File: config.mk
export PLATFORM = sky130hd
export DESIGN_NAME = button_event_ctrl
export DESIGN_NICKNAME = d
export VERILOG_FILES = /design/src/rtl/button_event_ctrl.sv
export SDC_FILE = /design/constraint.sdc
export NUM_CORES = 1
export LEC_CHECK = 0
export ABC_AREA = 1
export CORE_ASPECT_RATIO = 1.1
export CORE_MARGIN = 1.5
export CORE_UTILIZATION = 60
export DETAILED_ROUTE_END_ITERATION = 6
export PLACE_DENSITY = 0.78
export SYNTH_ARGS = -nofsm -noshare
export SYNTH_HDL_FRONTEND = slang
export SYNTH_SLANG_ARGS = --single-unit
export TNS_END_PERCENT = 5
File: constraint.sdc
create_clock -name clk -period 7.25 [get_ports clk]
set_input_delay 0.725 -clock clk [delete_from_list [all_inputs] [get_ports clk]]
set_output_delay 0.725 -clock clk [all_outputs]
set_load 0.1 [all_outputs]
File: src/rtl/button_event_ctrl.sv
// button_event_ctrl: N-channel push-button synchroniser, debouncer and edge-event FIFO.
// Optional macro BTN_RELEASE_EVENTS_EN: also queue release events (kind=0).
module button_event_ctrl #(
   parameter int NUM_BTNS        = 4,
   parameter int DEBOUNCE_CYCLES = 270000,
   parameter int FIFO_DEPTH      = 8,
   parameter int ACTIVE_LOW      = 1,
   localparam int IDX_W = (NUM_BTNS > 1) ? $clog2(NUM_BTNS) : 1,
   localparam int PTR_W = $clog2(FIFO_DEPTH),
   localparam int CNT_W = $clog2(DEBOUNCE_CYCLES)
) (
   input  logic                clk,
   input  logic                reset,
   input  logic [NUM_BTNS-1:0] btn_in,
   input  logic                rd_en,
   input  logic                clr_overflow,
   output logic [IDX_W:0]      event_data,
   output logic                event_valid,
   output logic [PTR_W:0]      event_count,
   output logic [NUM_BTNS-1:0] btn_state,
   output logic                overflow
);

   localparam logic [NUM_BTNS-1:0] IDLE_LVL = (ACTIVE_LOW != 0) ? '1 : '0;
   localparam logic [CNT_W-1:0]    CNT_MAX  = CNT_W'(DEBOUNCE_CYCLES - 1);
   localparam logic [PTR_W:0]      FULL_CNT = (PTR_W + 1)'(FIFO_DEPTH);

   logic [NUM_BTNS-1:0] sync_q1, sync_q2, pressed;
   logic [CNT_W-1:0]    db_cnt [NUM_BTNS];
   logic [NUM_BTNS-1:0] db_done;
   logic [NUM_BTNS-1:0] press_pend, grant_press;
`ifdef BTN_RELEASE_EVENTS_EN
   logic [NUM_BTNS-1:0] rel_pend, grant_rel;
`endif
   logic                req, ev_kind;
   logic [IDX_W-1:0]    ev_idx;
   logic [IDX_W:0]      fifo_mem [FIFO_DEPTH];
   logic [PTR_W-1:0]    wr_ptr, rd_ptr;
   logic                full, do_rd, do_wr, drop;

   // Synchronisers reset to the released pad level so no phantom press follows reset.
   always_ff @(posedge clk or posedge reset) begin
      if (reset) begin
         sync_q1 <= IDLE_LVL;
         sync_q2 <= IDLE_LVL;
      end else begin
         sync_q1 <= btn_in;
         sync_q2 <= sync_q1;
      end
   end

   assign pressed = (ACTIVE_LOW != 0) ? ~sync_q2 : sync_q2;

   // NOTE: every always_comb output gets a default before any conditional, so no latch is inferred.
   always_comb begin
      db_done = '0;
      for (int i = 0; i < NUM_BTNS; i++)
         db_done[i] = (pressed[i] != btn_state[i]) && (db_cnt[i] == CNT_MAX);
   end

   always_ff @(posedge clk or posedge reset) begin
      if (reset) begin
         for (int i = 0; i < NUM_BTNS; i++) db_cnt[i] <= '0;
         btn_state <= '0;
      end else begin
         for (int i = 0; i < NUM_BTNS; i++) begin
            if (pressed[i] == btn_state[i] || db_done[i]) db_cnt[i] <= '0;
            else                                          db_cnt[i] <= db_cnt[i] + CNT_W'(1);
         end
         btn_state <= btn_state ^ db_done;
      end
   end

   // Lowest channel wins; within a channel a press outranks a release.
   always_comb begin
      req         = 1'b0;
      ev_kind     = 1'b1;
      ev_idx      = '0;
      grant_press = '0;
`ifdef BTN_RELEASE_EVENTS_EN
      grant_rel   = '0;
`endif
      for (int i = 0; i < NUM_BTNS; i++) begin
         if (!req) begin
            if (press_pend[i]) begin
               req            = 1'b1;
               ev_idx         = IDX_W'(i);
               grant_press[i] = 1'b1;
            end
`ifdef BTN_RELEASE_EVENTS_EN
            else if (rel_pend[i]) begin
               req          = 1'b1;
               ev_kind      = 1'b0;
               ev_idx       = IDX_W'(i);
               grant_rel[i] = 1'b1;
            end
`endif
         end
      end
   end

   // A serviced flag clears whether the event was stored or dropped; a fresh edge wins.
   always_ff @(posedge clk or posedge reset) begin
      if (reset) begin
         press_pend <= '0;
`ifdef BTN_RELEASE_EVENTS_EN
         rel_pend   <= '0;
`endif
      end else begin
         press_pend <= (press_pend & ~grant_press) | (db_done & pressed);
`ifdef BTN_RELEASE_EVENTS_EN
         rel_pend   <= (rel_pend & ~grant_rel) | (db_done & ~pressed);
`endif
      end
   end

   assign full        = (event_count == FULL_CNT);
   assign event_valid = (event_count != '0);
   assign do_rd       = rd_en && event_valid;
   assign do_wr       = req && (!full || do_rd);
   assign drop        = req && full && !do_rd;
   assign event_data  = event_valid ? fifo_mem[rd_ptr] : '0;

   // NOTE: storage is not reset; entries are only visible once counted, so reset cost is avoided.
   always_ff @(posedge clk) begin
      if (do_wr) fifo_mem[wr_ptr] <= {ev_kind, ev_idx};
   end

   always_ff @(posedge clk or posedge reset) begin
      if (reset) begin
         wr_ptr      <= '0;
         rd_ptr      <= '0;
         event_count <= '0;
         overflow    <= 1'b0;
      end else begin
         if (do_wr) wr_ptr <= wr_ptr + PTR_W'(1);
         if (do_rd) rd_ptr <= rd_ptr + PTR_W'(1);
         case ({do_wr, do_rd})
            2'b10:   event_count <= event_count + (PTR_W + 1)'(1);
            2'b01:   event_count <= event_count - (PTR_W + 1)'(1);
            default: event_count <= event_count;
         endcase
         // A drop in the same cycle as a clear keeps the flag set.
         if (drop)              overflow <= 1'b1;
         else if (clr_overflow) overflow <= 1'b0;
      end
   end

endmodule

==> flow_metrics.env, run 1 <==
export IMPL_gp_congestion=0.934
export IMPL_synth_nets=741
export IMPL_clock_fmax_mhz=274
export IMPL_synth_distinct_cells=31
export IMPL_die_area_um2=10700
export IMPL_ant_nets=0
export IMPL_nets=774
export IMPL_slew_headroom_pct=34.2
export IMPL_seq_area_frac_synth_pct=50.6
export IMPL_tns_ns=0
export IMPL_r2r_end="event_count[2]$_DFFE_PP0P_"
export IMPL_power_leakage_nw=2.78
export IMPL_htreeDepth=4
export IMPL_routed_via_density=5.37
export IMPL_max_cap_viol_count=0
export IMPL_dp_cells=860
export IMPL_vias=4787
export IMPL_cts_buffers=17
export IMPL_grt_max_degree=78
export IMPL_synth_ff_type="dfrtp_1"
export IMPL_wire_per_inst_um=13.4
export IMPL_fp_dieW_um=98.9
export IMPL_drc=2
export IMPL_fillCellCount=747
export IMPL_failed_checks="design-rule violations"
export IMPL_ff2ff_path_depth=10
export IMPL_regArea_um2=3070
export IMPL_clock_latency_ns=0.53
export IMPL_diodes=0
export IMPL_synthTopCellsByCount="nor2_1, nand2_1, dfrtp_1"
export IMPL_dp_hpwl_mm=8.07
export IMPL_crit_path_frequent_cell="o21ai_0"
export IMPL_fin_crit_sh_pct=50.3
export IMPL_crit_required_ns=6.52
export IMPL_critical_path_cell_chain="clkinv_1, o21ai_0, o21ai_1, o21ai_0, nor2_1, clkdlybuf4s50_1"
export IMPL_report_final_slew_viol_count=0
export IMPL_ys_warn_count=0
export IMPL_synth_avg_cell_area_um2=8.36
export IMPL_first_global_vias=4701
export IMPL_vdd_ir_drop_max_mv=0.311
export IMPL_ys_ff_latch=119
export IMPL_synthCells=726
export IMPL_crit_fanout=10
export IMPL_cts_root_buffer="clkbuf_8"
export IMPL_die_h_um=108
export IMPL_drive_above_1_share_pct=10.9
export IMPL_critical_path_arrival_ns=2.92
export IMPL_grt_pass1_wl_mm=20.5
export IMPL_min_path_type="flip-flop to flip-flop"
export IMPL_r2r_slack_ns=5.29
export IMPL_slowest_stage="clkdlybuf4s50_1"
export IMPL_min_to="sync_q2[0]$_DFF_PP1_"
export IMPL_synth_edf_count=16
export IMPL_cts_tree="built"
export IMPL_final_cells=892
export IMPL_wl_mm=11.9
export IMPL_tightest_slew_ns=0.984
export IMPL_timing_rr_start="event_count[0]$_DFFE_PP0P_"
export IMPL_initial_core_util_pct=61.7
export IMPL_cp_end_kind="primary output"
export IMPL_syn_area_um2=6070
export IMPL_startpoint_type="flip-flop"
export IMPL_cts_sinks=119
export IMPL_ctsResizeCount=0
export IMPL_cts_buffer_depth=2
export IMPL_drt_iter0_drc=276
export IMPL_grt_remaining_overflow=0
export IMPL_slowest_delay_ns=0.96
export IMPL_area_growth_pct=15.1
export IMPL_track_usage_pct=24.3
export IMPL_status="complete, but fails checks"
export IMPL_cts_setup_buffers=0
export IMPL_dr_pass1_iters=7
export IMPL_multi_input_area_um2=2730
export IMPL_rows=38
export IMPL_holdCritStartpoint="sync_q1[0]$_DFF_PP1_"
export IMPL_synth_largest_area_cell="dfrtp_1"
export IMPL_synthArstFlopShare_pct=86.6
export IMPL_io_pins=21
export IMPL_setup_viol=0
export IMPL_core_um2=9840
export IMPL_synth_top_area_share_pct=39.2
export IMPL_critPathKind="flip-flop to primary output"
export IMPL_rsz0062_at_grt="false"
export IMPL_min_period_ns=3.65
export IMPL_cts_hold_buffers=0
export IMPL_clk_pin_slew_ns=0.06
export IMPL_finalClockSkew_ns=0.00893
export IMPL_synth_most_common_cell="nor2_1"
export IMPL_powerDensity_nw_per_um2=292
export IMPL_finalHoldViolations=0
export IMPL_hold_depth=0
export IMPL_numPortBuffers=20
export IMPL_antenna_found_initial=0
export IMPL_synth_area_leaders="dfrtp_1, nor2_1, nand2_1"
==> layer usage <==
layer  global-route usage [%]  share of wire [%]  up-vias
met3                     5.82                4.4       18
met4                     10.3                1.5        0
met2                     41.4                 50      125
li1                         -                  -     2350
met1                     29.7                 44     2294
met5                        0                  0        -
==> cell families (layout without fill, tap and decap cells) <==
kind of cell	count (synthesis)	count (layout)	share of synthesized area [%]
flops	119	119	50.6
simple gates	446	446	31.8
compound gates	31	31	2.56
fa+ha+maj	7	7	1.44
mux	1	1	0.186
xor+xnor	62	62	8.95
buf+inv	60	106	4.49
==> power breakdown <==
part           internal (mW)  switching [mW]  total, mW  leakage (nW)
Combinational          0.105           0.302      0.407         0.907
Clock                  0.586           0.299      0.884         0.306
Sequential             0.706          0.0434      0.749          1.57
Total                   1.40           0.644       2.04          2.78
==> worst max-delay path by stage <==
stage	slack (ns)	end	startpoint	depth (start not counted)
final	3.60	event_data[0]	rd_ptr[0]$_DFFE_PP0P_	6
after global routing	3.47	event_data[0]	rd_ptr[0]$_DFFE_PP0P_	6
after CTS	3.66	event_data[0]	rd_ptr[0]$_DFFE_PP0P_	6
after detailed placement	4.22	event_data[0]	rd_ptr[0]$_DFFE_PP0P_	6
after global placement	4.40	event_data[0]	rd_ptr[0]$_DFFE_PP0P_	6
after floorplan	3.13	event_data[0]	event_count[0]$_DFFE_PP0P_	4
==> area by class of cell <==
cell class | count | area share, %
Sequential cell | 119 | 43.9
Inverter | 53 | 2.88
Tap cell | 120 | 2.15
Clock buffer | 20 | 6.54
Timing Repair Buffer | 21 | 2.97
Multi-Input combinational cell | 547 | 39.1
Clock inverter | 12 | 2.47
==> sequential cells by signal, summed over array words and instances, names as in the netlist, named ones only <==
name         flops
press_pend       4
overflow         1
fifo_mem        16
wr_ptr           3
btn_state        3
rd_ptr           3
sync_q1          4
db_cnt          76
event_count      4
sync_q2          4
==> placed cells by master, fill, tap and decap left out, drive strengths merged, types with 4 or more instances in the layout <==
cell,netlist,layout
xor2,43,43
o21ai,25,25
bufinv,0,4
clkbuf,1,20
edfxtp,16,16
clkdlybuf4s50,0,20
ha,7,7
a21oi,6,6
inv,52,52
clkinv,1,7
nand2,172,172
xnor2,19,19
dfrtp,95,95
nand4,12,12
nor3,5,5
nand3,46,46
nor2,210,210
dfstp,8,8
==> metrics by stage <==
stage / power [mW] / util (%) / instance area, µm² / worst slack (ns) / hold slack, ns
after floorplan: 1.08 / - / 6070 / 3.13 / 0.345
after global placement: 1.15 / 64.6 / 6350 / 4.40 / 0.346
after detailed placement: 1.17 / 64.6 / 6350 / 4.22 / 0.349
after CTS: 2.05 / 71.0 / 6980 / 3.66 / 0.357
after global routing: 2.12 / 71.0 / 6980 / 3.47 / 0.358
final: 2.04 / 71.0 / 6980 / 3.60 / 0.355
==> critical path, delay by kind of cell (launching register included) <==
kind                   cells  cell delay, ns
AOI/OAI and AO/OA          3            0.57
buffers and inverters      2            1.24
DFF                        1            0.50
and+or+nand+nor            1            0.06
Power figures use the tool's default switching activity.
==> inputs of run 2 (changes only) <==
==> constraint.sdc (replaced) <==
create_clock -name clk -period 3.4 [get_ports clk]
set_input_delay 0.34 -clock clk [delete_from_list [all_inputs] [get_ports clk]]
set_output_delay 0.34 -clock clk [all_outputs]
set_load 0.1 [all_outputs]
==> run 2 against run 1 <==
Net effect: the run still ends with design-rule violations left; sequential cell count is the same; largest cell class unchanged; non-clock buffer count stayed put; die area unchanged; count of clock-buffer cells in the layout unchanged; via count increased by 0.61%; worst hold slack lost 0.13 ns; clock power increased by 110%.
==> flow_metrics.env, run 2 (synthesized netlist as in run 1, its figures left out) <==
export IMPL_finalClockSkew_ns=0.00773
export IMPL_fin_crit_sh_pct=73.1
export IMPL_clk_pin_slew_ns=0.06
export IMPL_htreeDepth=4
export IMPL_io_pins=21
export IMPL_tns_ns=0
export IMPL_report_final_slew_viol_count=0
export IMPL_track_usage_pct=25.5
export IMPL_status="complete, but fails checks"
export IMPL_crit_fanout=7
export IMPL_final_cell_area_um2=6970
export IMPL_dp_hpwl_mm=8.30
export IMPL_numPortBuffers=20
export IMPL_largest_register="db_cnt"
export IMPL_crit_required_ns=3.06
export IMPL_grt_remaining_overflow=0
export IMPL_ff2ff_path_depth=10
export IMPL_max_cap_viol_count=0
export IMPL_cts_hold_buffers=0
export IMPL_final_cells=892
export IMPL_fp_dieW_um=98.9
export IMPL_finalHoldViolations=0
export IMPL_wl_mm=12.4
export IMPL_critical_path_cell_chain="clkdlybuf4s50_1"
export IMPL_wire_per_inst_um=13.9
export IMPL_cp_top_family="buffers and inverters"
export IMPL_rsz0062_at_grt="false"
export IMPL_tightest_slew_ns=0.984
export IMPL_startpoint_type="flip-flop"
export IMPL_r2r_end="event_count[2]$_DFFE_PP0P_"
export IMPL_clock_fmax_mhz=402
export IMPL_diodes=0
export IMPL_drt_iter0_drc=284
export IMPL_area_growth_pct=14.9
export IMPL_critPathKind="flip-flop to primary output"
export IMPL_power_leakage_nw=2.77
export IMPL_p_comb_share_pct=20.2
export IMPL_die_h_um=108
export IMPL_switchingPower_mw=1.41
export IMPL_crit_buf_inv=1
export IMPL_antenna_found_initial=0
export IMPL_dpl_instance_area_um2=6360
export IMPL_gp_congestion=0.933
export IMPL_grt_max_degree=53
export IMPL_layout_commonest_cell="nor2_1"
export IMPL_cts_root_buffer="clkbuf_8"
export IMPL_failed_checks="design-rule violations"
export IMPL_cts_tree="built"
export IMPL_first_global_vias=4847
export IMPL_slew_headroom_pct=34.2
export IMPL_dp_cells=860
export IMPL_min_path_type="input pin to flip-flop"
export IMPL_min_period_ns=2.49
export IMPL_nets=774
export IMPL_hold_depth=1
export IMPL_vias=4816
export IMPL_holdCritStartpoint="btn_in[3]"
export IMPL_final_cell_mix="nor2_1, nand2_1, dfrtp_1"
export IMPL_vdd_ir_drop_max_mv=0.703
export IMPL_routed_via_density=5.40
export IMPL_cts_buffers=17
export IMPL_r2r_slack_ns=1.34
export IMPL_fin_util_pct=70.9
export IMPL_initial_core_util_pct=61.7
export IMPL_timing_rr_start="event_count[0]$_DFFE_PP0P_"
export IMPL_setup_viol=0
export IMPL_core_um2=9840
export IMPL_min_to="sync_q1[3]$_DFF_PP1_"
export IMPL_intPower_mw=2.88
export IMPL_slowest_delay_ns=1.17
export IMPL_pwr_share_clk_pct=42.5
export IMPL_reg_top3="db_cnt x76, fifo_mem x16"
export IMPL_clock_latency_ns=0.52
export IMPL_slowest_stage="clkdlybuf4s50_1"
export IMPL_swShare_pct=32.9
export IMPL_cp_end_kind="primary output"
export IMPL_cts_setup_buffers=0
export IMPL_powerDensity_nw_per_um2=615
export IMPL_ant_nets=0
export IMPL_drc=1
export IMPL_ctsResizeCount=0
export IMPL_critical_path_arrival_ns=2.15
export IMPL_total_power_mw=4.29
export IMPL_drive_above_1_share_pct=11.7
export IMPL_p_seq_share_pct=37.3
export IMPL_die_area_um2=10700
export IMPL_largest_register_ffs=76
export IMPL_dr_pass1_iters=7
export IMPL_cts_sinks=119
export IMPL_rows=38
export IMPL_cts_buffer_depth=2
export IMPL_grt_pass1_wl_mm=21.5
## run 2: power groups by stage
stage          clock network [mW]  registers, mW  logic, mW
2_1_floorplan                   0           1.76      0.553
3_3_place_gp                    0           1.61      0.840
3_5_place_dp                    0           1.62      0.867
4_1_cts                      1.85           1.60      0.871
5_1_grt                      1.92           1.61      0.943
6_report                     1.82           1.60      0.866
## run 2: worst max-delay path by stage
| stage | start | endpoint | slack (ns) | depth (start not counted) |
|---|---|---|---|---|
| 6_report | event_count[1]$_DFFE_PP0P_ | event_count[1] | 0.91 | 1 |
| 5_1_grt | rd_ptr[0]$_DFFE_PP0P_ | event_data[0] | 0.77 | 6 |
| 4_1_cts | event_count[1]$_DFFE_PP0P_ | event_count[1] | 0.90 | 1 |
| 3_5_place_dp | rd_en | event_count[2]$_DFFE_PP0P_ | 1.22 | 9 |
| 3_3_place_gp | rd_en | event_count[2]$_DFFE_PP0P_ | 1.42 | 9 |
| 2_1_floorplan | event_count[0]$_DFFE_PP0P_ | event_data[1] | -0.34 | 4 |
## run 2: layout make-up
type                            instances  area (µm²)
Sequential cell                       119        3070
Fill cell                             750        2870
Multi-Input combinational cell        547        2730
Clock buffer                           20         478
Timing Repair Buffer                   21         210
Inverter                               53         201
Tap cell                              120         150
Clock inverter                         12         136
## run 2: metrics by stage
stage	hold WS (ns)	setup WS [ns]
finish	0.226	0.914
global route	0.208	0.770
CTS	0.209	0.899
detailed placement	0.347	1.22
global placement	0.347	1.42
floorplan	0.344	-0.338
## run 2: per-layer routing
layer | wire length [µm] | share of wire (%) | vias to the layer above | global-route usage (%)
li1 | - | - | 2363 | -
met1 | 5530 | 45 | 2286 | 32.2
met2 | 5970 | 48 | 134 | 42.3
met3 | 568 | 4.6 | 33 | 5.75
met4 | 309 | 2.5 | 0 | 11.7
met5 | 0 | 0 | - | 0
